===== config.mk =====
export PLATFORM = sky130hd
export DESIGN_NAME = ex_divider_flat
export DESIGN_NICKNAME = d
export VERILOG_FILES = /design/src/rtl/ex_divider_if.sv /design/src/rtl/ex_divider.sv /design/src/flat_wrapper.sv
export SDC_FILE = /design/constraint.sdc
export NUM_CORES = 1
export LEC_CHECK = 0
export BUFFER_PORTS_ARGS = -buffer_cell sky130_fd_sc_hd__buf_4
export CAP_MARGIN = 10
export CORE_ASPECT_RATIO = 1.2
export CORE_UTILIZATION = 30
export CTS_CLUSTER_DIAMETER = 200
export DETAILED_ROUTE_END_ITERATION = 16
export PLACE_DENSITY = 0.51
export SYNTH_ARGS = -nofsm -noshare
export SYNTH_HDL_FRONTEND = slang
export SYNTH_SLANG_ARGS = --single-unit

===== constraint.sdc =====
create_clock -name clk -period 5 [get_ports clk]
set_input_delay 0.5 -clock clk [delete_from_list [all_inputs] [get_ports clk]]
set_output_delay 0.5 -clock clk [all_outputs]
set_load 0.1 [all_outputs]

===== src/rtl/ex_divider_if.sv =====
// ex_divider_if: EX-stage divide request/result bundle between pipeline and divider
interface ex_divider_if;
    logic        start;
    logic        flush;
    logic        hold;
    logic [31:0] op1;
    logic [31:0] op2;
    logic [1:0]  f;
    logic        busy;
    logic        valid;
    logic [31:0] result;
    modport master (output start, flush, hold, op1, op2, f, input busy, valid, result);
    modport slave (input start, flush, hold, op1, op2, f, output busy, valid, result);
endinterface


===== src/rtl/ex_divider.sv =====
// ex_divider: iterative radix-2 RV32M DIV/DIVU/REM/REMU unit with pipeline stall
module ex_divider (
    input logic         clk,
    input logic         rst_n,
    ex_divider_if.slave bus
);
    typedef enum logic [1:0] {IDLE, CALC, DONE} state_t;
    state_t      state;
    logic [5:0]  cnt;
    logic [31:0] q, dvs, rem, result;
    logic        neg_q, neg_r;
    logic [1:0]  fn;
    logic [31:0] a_abs, b_abs, q_n, rem_n, quo, rmd;
    logic [32:0] rem_s, trial;
    logic        sgn, load, dz, ovf;
    always_comb begin
        sgn = ~bus.f[0];
        a_abs = (sgn && bus.op1[31]) ? -bus.op1 : bus.op1;
        b_abs = (sgn && bus.op2[31]) ? -bus.op2 : bus.op2;
        load = state == IDLE && bus.start && !bus.flush;
        dz = bus.op2 == 32'd0;
        ovf = sgn && bus.op1 == 32'h8000_0000 && bus.op2 == 32'hFFFF_FFFF;
        rem_s = {rem, q[31]};
        trial = rem_s - {1'b0, dvs};
        rem_n = trial[32] ? rem_s[31:0] : trial[31:0];
        q_n = {q[30:0], ~trial[32]};
        quo = neg_q ? -q_n : q_n;
        rmd = neg_r ? -rem_n : rem_n;
    end
    assign bus.busy = load || state == CALC;
    assign bus.valid = state == DONE && !bus.flush;
    assign bus.result = result;
    always_ff @(posedge clk or negedge rst_n) begin
        if (!rst_n) begin
            state <= IDLE;
            cnt <= 6'd0;
            q <= 32'd0;
            dvs <= 32'd0;
            rem <= 32'd0;
            result <= 32'd0;
            neg_q <= 1'b0;
            neg_r <= 1'b0;
            fn <= 2'd0;
        end else if (bus.flush) begin
            state <= IDLE;
        end else begin
            case (state)
                IDLE: if (bus.start) begin
                    fn <= bus.f;
                    neg_q <= sgn & (bus.op1[31] ^ bus.op2[31]);
                    neg_r <= sgn & bus.op1[31];
                    q <= a_abs;
                    dvs <= b_abs;
                    rem <= 32'd0;
                    cnt <= 6'd32;
                    // divide-by-zero and signed overflow bypass the iteration entirely
                    if (dz || ovf) begin
                        state <= DONE;
                        result <= bus.f[1] ? (dz ? bus.op1 : 32'd0) : (dz ? 32'hFFFF_FFFF : 32'h8000_0000);
                    end else begin
                        state <= CALC;
                    end
                end
                CALC: begin
                    rem <= rem_n;
                    q <= q_n;
                    cnt <= cnt - 6'd1;
                    if (cnt == 6'd1) begin
                        state <= DONE;
                        result <= fn[1] ? rmd : quo;
                    end
                end
                DONE: if (!bus.hold) state <= IDLE;
                default: state <= IDLE;
            endcase
        end
    end
endmodule


===== src/flat_wrapper.sv =====
// flat-port wrapper written by rule: the top's interface ports become plain ports
module ex_divider_flat 
  (clk, rst_n, bus_start, bus_flush, bus_hold, bus_op1, bus_op2, bus_f, bus_busy, bus_valid, bus_result);
  ex_divider_if bus_i ();
  input logic clk;
  input logic rst_n;
  input wire logic [$bits(bus_i.start)-1:0] bus_start;
  input wire logic [$bits(bus_i.flush)-1:0] bus_flush;
  input wire logic [$bits(bus_i.hold)-1:0] bus_hold;
  input wire logic [$bits(bus_i.op1)-1:0] bus_op1;
  input wire logic [$bits(bus_i.op2)-1:0] bus_op2;
  input wire logic [$bits(bus_i.f)-1:0] bus_f;
  output wire logic [$bits(bus_i.busy)-1:0] bus_busy;
  output wire logic [$bits(bus_i.valid)-1:0] bus_valid;
  output wire logic [$bits(bus_i.result)-1:0] bus_result;
  assign bus_i.start = bus_start;
  assign bus_i.flush = bus_flush;
  assign bus_i.hold = bus_hold;
  assign bus_i.op1 = bus_op1;
  assign bus_i.op2 = bus_op2;
  assign bus_i.f = bus_f;
  assign bus_busy = bus_i.busy;
  assign bus_valid = bus_i.valid;
  assign bus_result = bus_i.result;
  ex_divider u_core (.clk(clk), .rst_n(rst_n), .bus(bus_i));
endmodule

# After elaboration in Yosys (flattened, before gate mapping)
# Index checks and enable logic that the tools add are counted.
# word_totals
elab_cells,74
register_bits,140
out_inout_bits,34
inputBits,71
# op_classes
n_bitwise,6
muxes,25
reduce_logical,17
n_eq_ne,11
n_addsub,6
# op_table
cell,n
32-bit two-way mux,13
32-bit one-hot mux with 2 select lines,3
32-bit negation,4
32-bit equality test (second input constant),2
33-bit by 32-bit subtractor with 33-bit output,1
32-bit zero test,1
31-bit two-way mux,1
6-bit one-hot mux with 2 select lines,1
2-bit two-way mux,5
3-bit inequality test (second input constant),3
3-bit AND reduction,3
1-bit logical AND,7
6-bit by 1-bit equality test with 1-bit output (second input constant),1
6-bit two-way mux,1
2-bit inequality test (second input constant),3
2-bit one-hot mux with 3 select lines,1
6-bit by 1-bit subtractor with 6-bit output (second input constant),1
5-bit AND reduction,1
1-bit inverter,3
1-bit bitwise AND,2
2-bit by 1-bit equality test with 1-bit output (second input constant),1
2-bit equality test (second input constant),1
2-bit zero test,1
1-bit logical OR,2
other kinds (3),3

# Depth between registers and ports, before layout
# logic_depth
word_depth,8
mapped_depth,26
depth_no_buf,22

# Least setup slack after synthesis
# OpenSTA, ideal clock, no wires.
# synth_path
path_type,register to register
from,register u_core.q[31]
to,"register u_core.result[26], in the netlist u_core.bus.result[26]"
stages_incl_launch_ff,26
setup_time_ns,0.074
arrival_time_ns,5.186
synth_period_minus_slack_ns,5.261
required_time_ns,4.926
n_path_buf,3
setup_slack_ns,-0.261
path_cell_list,dfrtp_1 > inv_1 > ha_1 > fa_1 > nor2b_4 > o31a_1 > o211ai_2 > a311oi_2 > o21a_1 > nor2_4 > inv_2 > buf_2 > buf_2 > buf_1 > nor2_1 > a21oi_1 > ha_1 > nand2_1 > or4_4 > or3_4 > o31ai_4 > nand2_2 > o311ai_1 > o41ai_1 > a211o_1 > a21oi_2
# synth_via
elab_chain_len,7
word_cells_on_any_way,10
cone_classes,add/sub: 3; mux: 6; bitwise: 1
# synth_lines
element,line_no,text
start: declaration,ex_divider.sv:10,"logic [31:0] q, dvs, rem, result;"
start signal: assignment,ex_divider.sv:52,q <= a_abs;
start signal: assignment,ex_divider.sv:66,q <= q_n;
33-bit by 32-bit subtractor with 33-bit output,ex_divider.sv:24,"trial = rem_s - {1'b0, dvs};"
32-bit two-way mux / 1-bit inverter (equally long branches),"ex_divider.sv:25, ex_divider.sv:26",
"32-bit negation, on equally long branches","ex_divider.sv:28, ex_divider.sv:27",
"32-bit two-way mux, on equally long branches","ex_divider.sv:28, ex_divider.sv:27",
32-bit two-way mux *,ex_divider.sv:70,result <= fn[1] ? rmd : quo;
32-bit two-way mux *,ex_divider.sv:68,if (cnt == 6'd1) begin
32-bit one-hot mux with 2 select lines *,ex_divider.sv:47,case (state)
end signal: assignment,ex_divider.sv:59,result <= bus.f[1] ? (dz ? bus.op1 : 32'd0) : (dz ? 32'hFFFF_FFFF : 32'h8000_0000);
end signal: assignment,ex_divider.sv:70,
end: declaration,ex_divider.sv:10,
# Mark *: on every way between the ends. The rest lies on a longest branch, timed or not. The select of a mux whose other input is x is not followed.
# A chain may end at the register's enable or synchronous reset.

# Worst setup path after layout
# Same ends and word-level chain as after synthesis.

==> results.txt <==
- Total power for the finished layout comes to 10.77 mW.
- Internal cell power: ~4.8 mW
- Of the synthesized area, sequential elements account for 0.2964.
* Most frequent cells in the layout: nand2_1 (184), o21ai_0 (180), buf_4 (176)
* Metal1 wirelength: between 15 and 20 mm
- Leakage: 5.849 nW
* Length of the first detailed-routing pass in iterations: 5
- For the pin with the worst max-slew slack, the measured transition is around 1000 ps.
* Routed vias: between 10000 and 15000
* HPWL after DPL: between 30 and 40 mm
- Measured along the y axis, the die boundary spans around 220 µm.
- Setup violations remaining at the end of the flow were counted as 0.
* Share of the core filled with cells: 0.3646
* Final Critical Period: a little under 5000 ps
* Status: finished, final reports clean
- The worst setup path is of the flop to flop kind.
- At the worst endpoint, the required time is 5370 ps.
* Clock sink count: 139
- Clock tree synthesis selected as its root buffer the cell clkbuf_16.
- Synthesis produced a netlist with a net count of ~1600.
- STA classifies the critical path endpoint as a flop.
- Highest metal layer with signal wires: met4
- Share of power burned in registers: 0.188
- In this run the cell area measured after placement is 13370 µm².
- For the final routed database, the setup TNS stands at 0 ps.
* Number of levels the H-tree was split into: 4
- Detailed-route wire length: 43.36 mm
- Average cell area after synthesis: approximately 7.7 µm²
- The congestion estimate from routability-driven global placement came to approximately 0.9.
- In the routed layout, each cell is associated on average with a via count of between 5 and 6.
- For the worst setup path, the data arrival time is roughly 5200 ps.
- The floorplan step defined a die boundary enclosing 39920 µm².
* Final number of max-transition violations: 0
- Dividing the final minimum period by the clock period gives 0.9720.
- Power density over the cells: about 760 nW/µm²
- The share of total power dissipated in the clock network is 0.114.
* Number of standard cells after synthesis: about 1500
- In this run the core area contains 79 standard-cell rows.
- Initial antenna violation count: 0
- After the first detailed-routing iteration, the DRC count stood at 850.
* Maximum frequency from static timing analysis: around 210 MHz
* Post-synth EDFFs: 0
- The number of hold buffers added after CTS was 0.
- Number of nets in the layout: 1749
- Fillcell total: 4069
- During placement, the flow inserted port buffers numbering 104.
- The die is between 150 and 200 µm wide.
- The core region is between 30000 and 40000 µm².
- Switching power share of the total: 0.5554
- During synthesis, Yosys emitted a total of 0 warnings.
* DRC violations left: 0
- The endpoint identified for the worst register-to-register timing path is u_core.bus.result[26]$_DFFE_PN0P_.
- Latest clock arrival within the worst-skew pair: between 400 and 500 ps
- The worst-case IR drop observed on VDD is 383.2 µV.
* Combinational power share: 0.698
* Number of antenna-violating nets in the routed design: 0
- In the synthesized netlist the async set-or-reset flop fraction comes to 1.000.
- Clock-pin slew was measured on the worst setup and hold paths at about 60 ps.
* Final design area excluding fillers: about 14000 µm²
- Number of synthesized register bits: 139
* Critical Path Start Type: flop
- In this run the critical register-to-register path is launched from u_core.q[31]$_DFFE_PN0P_.
- Detailed-routed wire length on met2: ~22 mm
* Multi-input gate area in the final layout: 7821 µm²
* Initial standard-cell utilization of the core: 0.3037
- Of the cells placed in the final design, the portion with a size suffix greater than 1 is 0.1654.
* Sequential cell area in the final layout: 3478 µm²
* Count of maximum capacitance violations: 0
- Boundary Pins: between 100 and 150
- In this run, CTS created clock tree buffers numbering 17.
- Count of different cell masters after synthesis: between 80 and 90
- Switching power total: about 6 mW
- Entering global routing, the biggest net connects 81 pins.
* Final hold vios: 0
- CTS tree: done
- Final hold slack: 142.7 ps
* Wire length per cell after detailed routing: 19.92 µm
* Class of the most critical hold timing path: input pin to asynchronous set/reset pin
- The first global-routing pass estimated approximately 67 mm of wire.
* Most frequent standard cell in the layout excluding fill and tap cells: nand2_1
- Count of inserted antenna diode cells: 0
- Post-Synthesis Cell Area: approximately 12000 µm²
* Met3 Wirelength: about 1.6 mm
- For the final database, setup skew stands at 8.208 ps.
- Grt ovf: 0
- In the synthesized netlist the dominant register cell turns out to be dfrtp_1.
- Setup slack of the worst register-to-register path: ~140 ps
- Vias in the first global route: between 10000 and 15000
- Cell depth of the worst flop-to-flop path: 21
* Number of buffers on the longest clock path: 2
- Synth-to-Final Area Change: 20.07%
* Maximum fanout encountered on the critical timing path: 4
- Relative slew margins: 0.3022
- Overall track demand over capacity in global routing: 0.2190
[worst max path at each step]
stage	start	end	slack [ps]	cells after the start
floorplan	u_core.q[31]$_DFFE_PN0P_	u_core.bus.result[26]$_DFFE_PN0P_	20	26
global placement	u_core.q[31]$_DFFE_PN0P_	u_core.bus.result[26]$_DFFE_PN0P_	220	22
detailed placement	u_core.q[31]$_DFFE_PN0P_	u_core.bus.result[20]$_DFFE_PN0P_	90	21
CTS	u_core.q[31]$_DFFE_PN0P_	u_core.bus.result[28]$_DFFE_PN0P_	40	21
global route	u_core.q[31]$_DFFE_PN0P_	u_core.bus.result[26]$_DFFE_PN0P_	-90	22
finish	u_core.q[31]$_DFFE_PN0P_	u_core.bus.result[26]$_DFFE_PN0P_	140	21
[critical path, stage by stage (launching register included)]
cell      delay (ps)
dfrtp_1          350
inv_1             60
ha_2             180
fa_2             370
nor2b_4          130
o31a_1           210
o211ai_4         130
a311oi_4         460
o21a_1           250
buf_4            140
nor3_1            40
a21oi_2          180
ha_4             170
nand2_1           40
or4_4            450
or3_4            410
o31ai_4          240
nand2_2          140
o311ai_4         300
o41ai_2          110
a211o_1          320
a21oi_2          110
[power groups by stage]
| stage | clock (mW) | combinational, mW | sequential (mW) |
|---|---|---|---|
| final | 1.23 | 7.52 | 2.02 |
| after CTS | 1.25 | 7.30 | 2.02 |
| after global routing | 1.30 | 8.17 | 2.09 |
| after global placement | 0 | 7.27 | 2.02 |
| after floorplan | 0 | 4.37 | 2.72 |
| after detailed placement | 0 | 7.26 | 2.03 |
[area by class of cell]
type	instances	share of cell area
repair buffers	178	0.09536
clock inverters	14	0.007991
clock buffers	18	0.03116
flip-flops and latches	139	0.2468
multi-input cells	1239	0.5550
well taps	526	0.04670
inverters	63	0.01696
[cell usage after synthesis, drive strengths merged (5+ instances only)]
master,n,area (µm²)
o221ai,9,78.83
a21oi,149,768.3
mux2i,23,230.2
ha,39,488.0
o211ai,6,50.05
o22ai,12,75.07
or4,10,78.82
xnor2,71,621.9
nand4,22,143.9
nand2,185,696.9
nand3,22,110.1
nor2,133,509.2
nand3b,5,37.54
a31oi,10,62.56
nor4b,5,58.80
a211oi,17,127.6
a22oi,17,127.6
nor4,18,133.9
dfrtp,139,3478
a21o,13,98.85
xor2,63,551.8
clkbuf,55,206.5
and2,13,81.33
buf,30,157.7
o31ai,30,252.7
or3,19,128.9
o21a,11,82.58
inv,63,236.5
nor3,47,245.2
and3,7,43.79
o41ai,13,128.9
nand2b,18,112.6
o21ai,192,975.9
nor2b,8,57.55
[through the flow]
stage	std cells	setup slack, ps
final	2177	140.1
after global routing	2177	-93.53
after CTS	2169	40.28
after detailed placement	2137	87.58
after global placement	2137	217.3
after floorplan	1526	21.35
[logic make-up (layout without fill, tap and decap cells)]
family                     count (synthesis)  after routing  synth area share
buffers and inverters                    148            273           0.05117
DFF                                      139            139            0.2964
xor gates and xnor gates                 134            134            0.1000
adders and majority gates                 40             40           0.04328
muxes                                     24             24           0.02058
and+or+nand+nor                          523            523            0.2155
AOI/OAI and AO/OA                        518            518            0.2731
[timing repair]
action,4_1_cts,5_1_grt
hold endpoints to repair,0,0
endpoints found under the setup margin,0,9
resized for setup,0,18
buffers inserted,0,8
[metal layers]
metal | vias to the layer above | track usage
met3 | 71 | 0.02483
li1 | 5702 | -
met2 | 298 | 0.3915
met5 | - | 0
met1 | 5555 | 0.2613
met4 | 0 | 0.1006
[registers in the layout, indices dropped and copies added (netlist names)]
name               cells
u_core.dvs            32
u_core.cnt             6
u_core.neg_q           1
u_core.rem            32
u_core.fn              1
u_core.bus.result     32
u_core.neg_r           1
u_core.state           2
u_core.q              32
(Power assumes the default switching activity.)
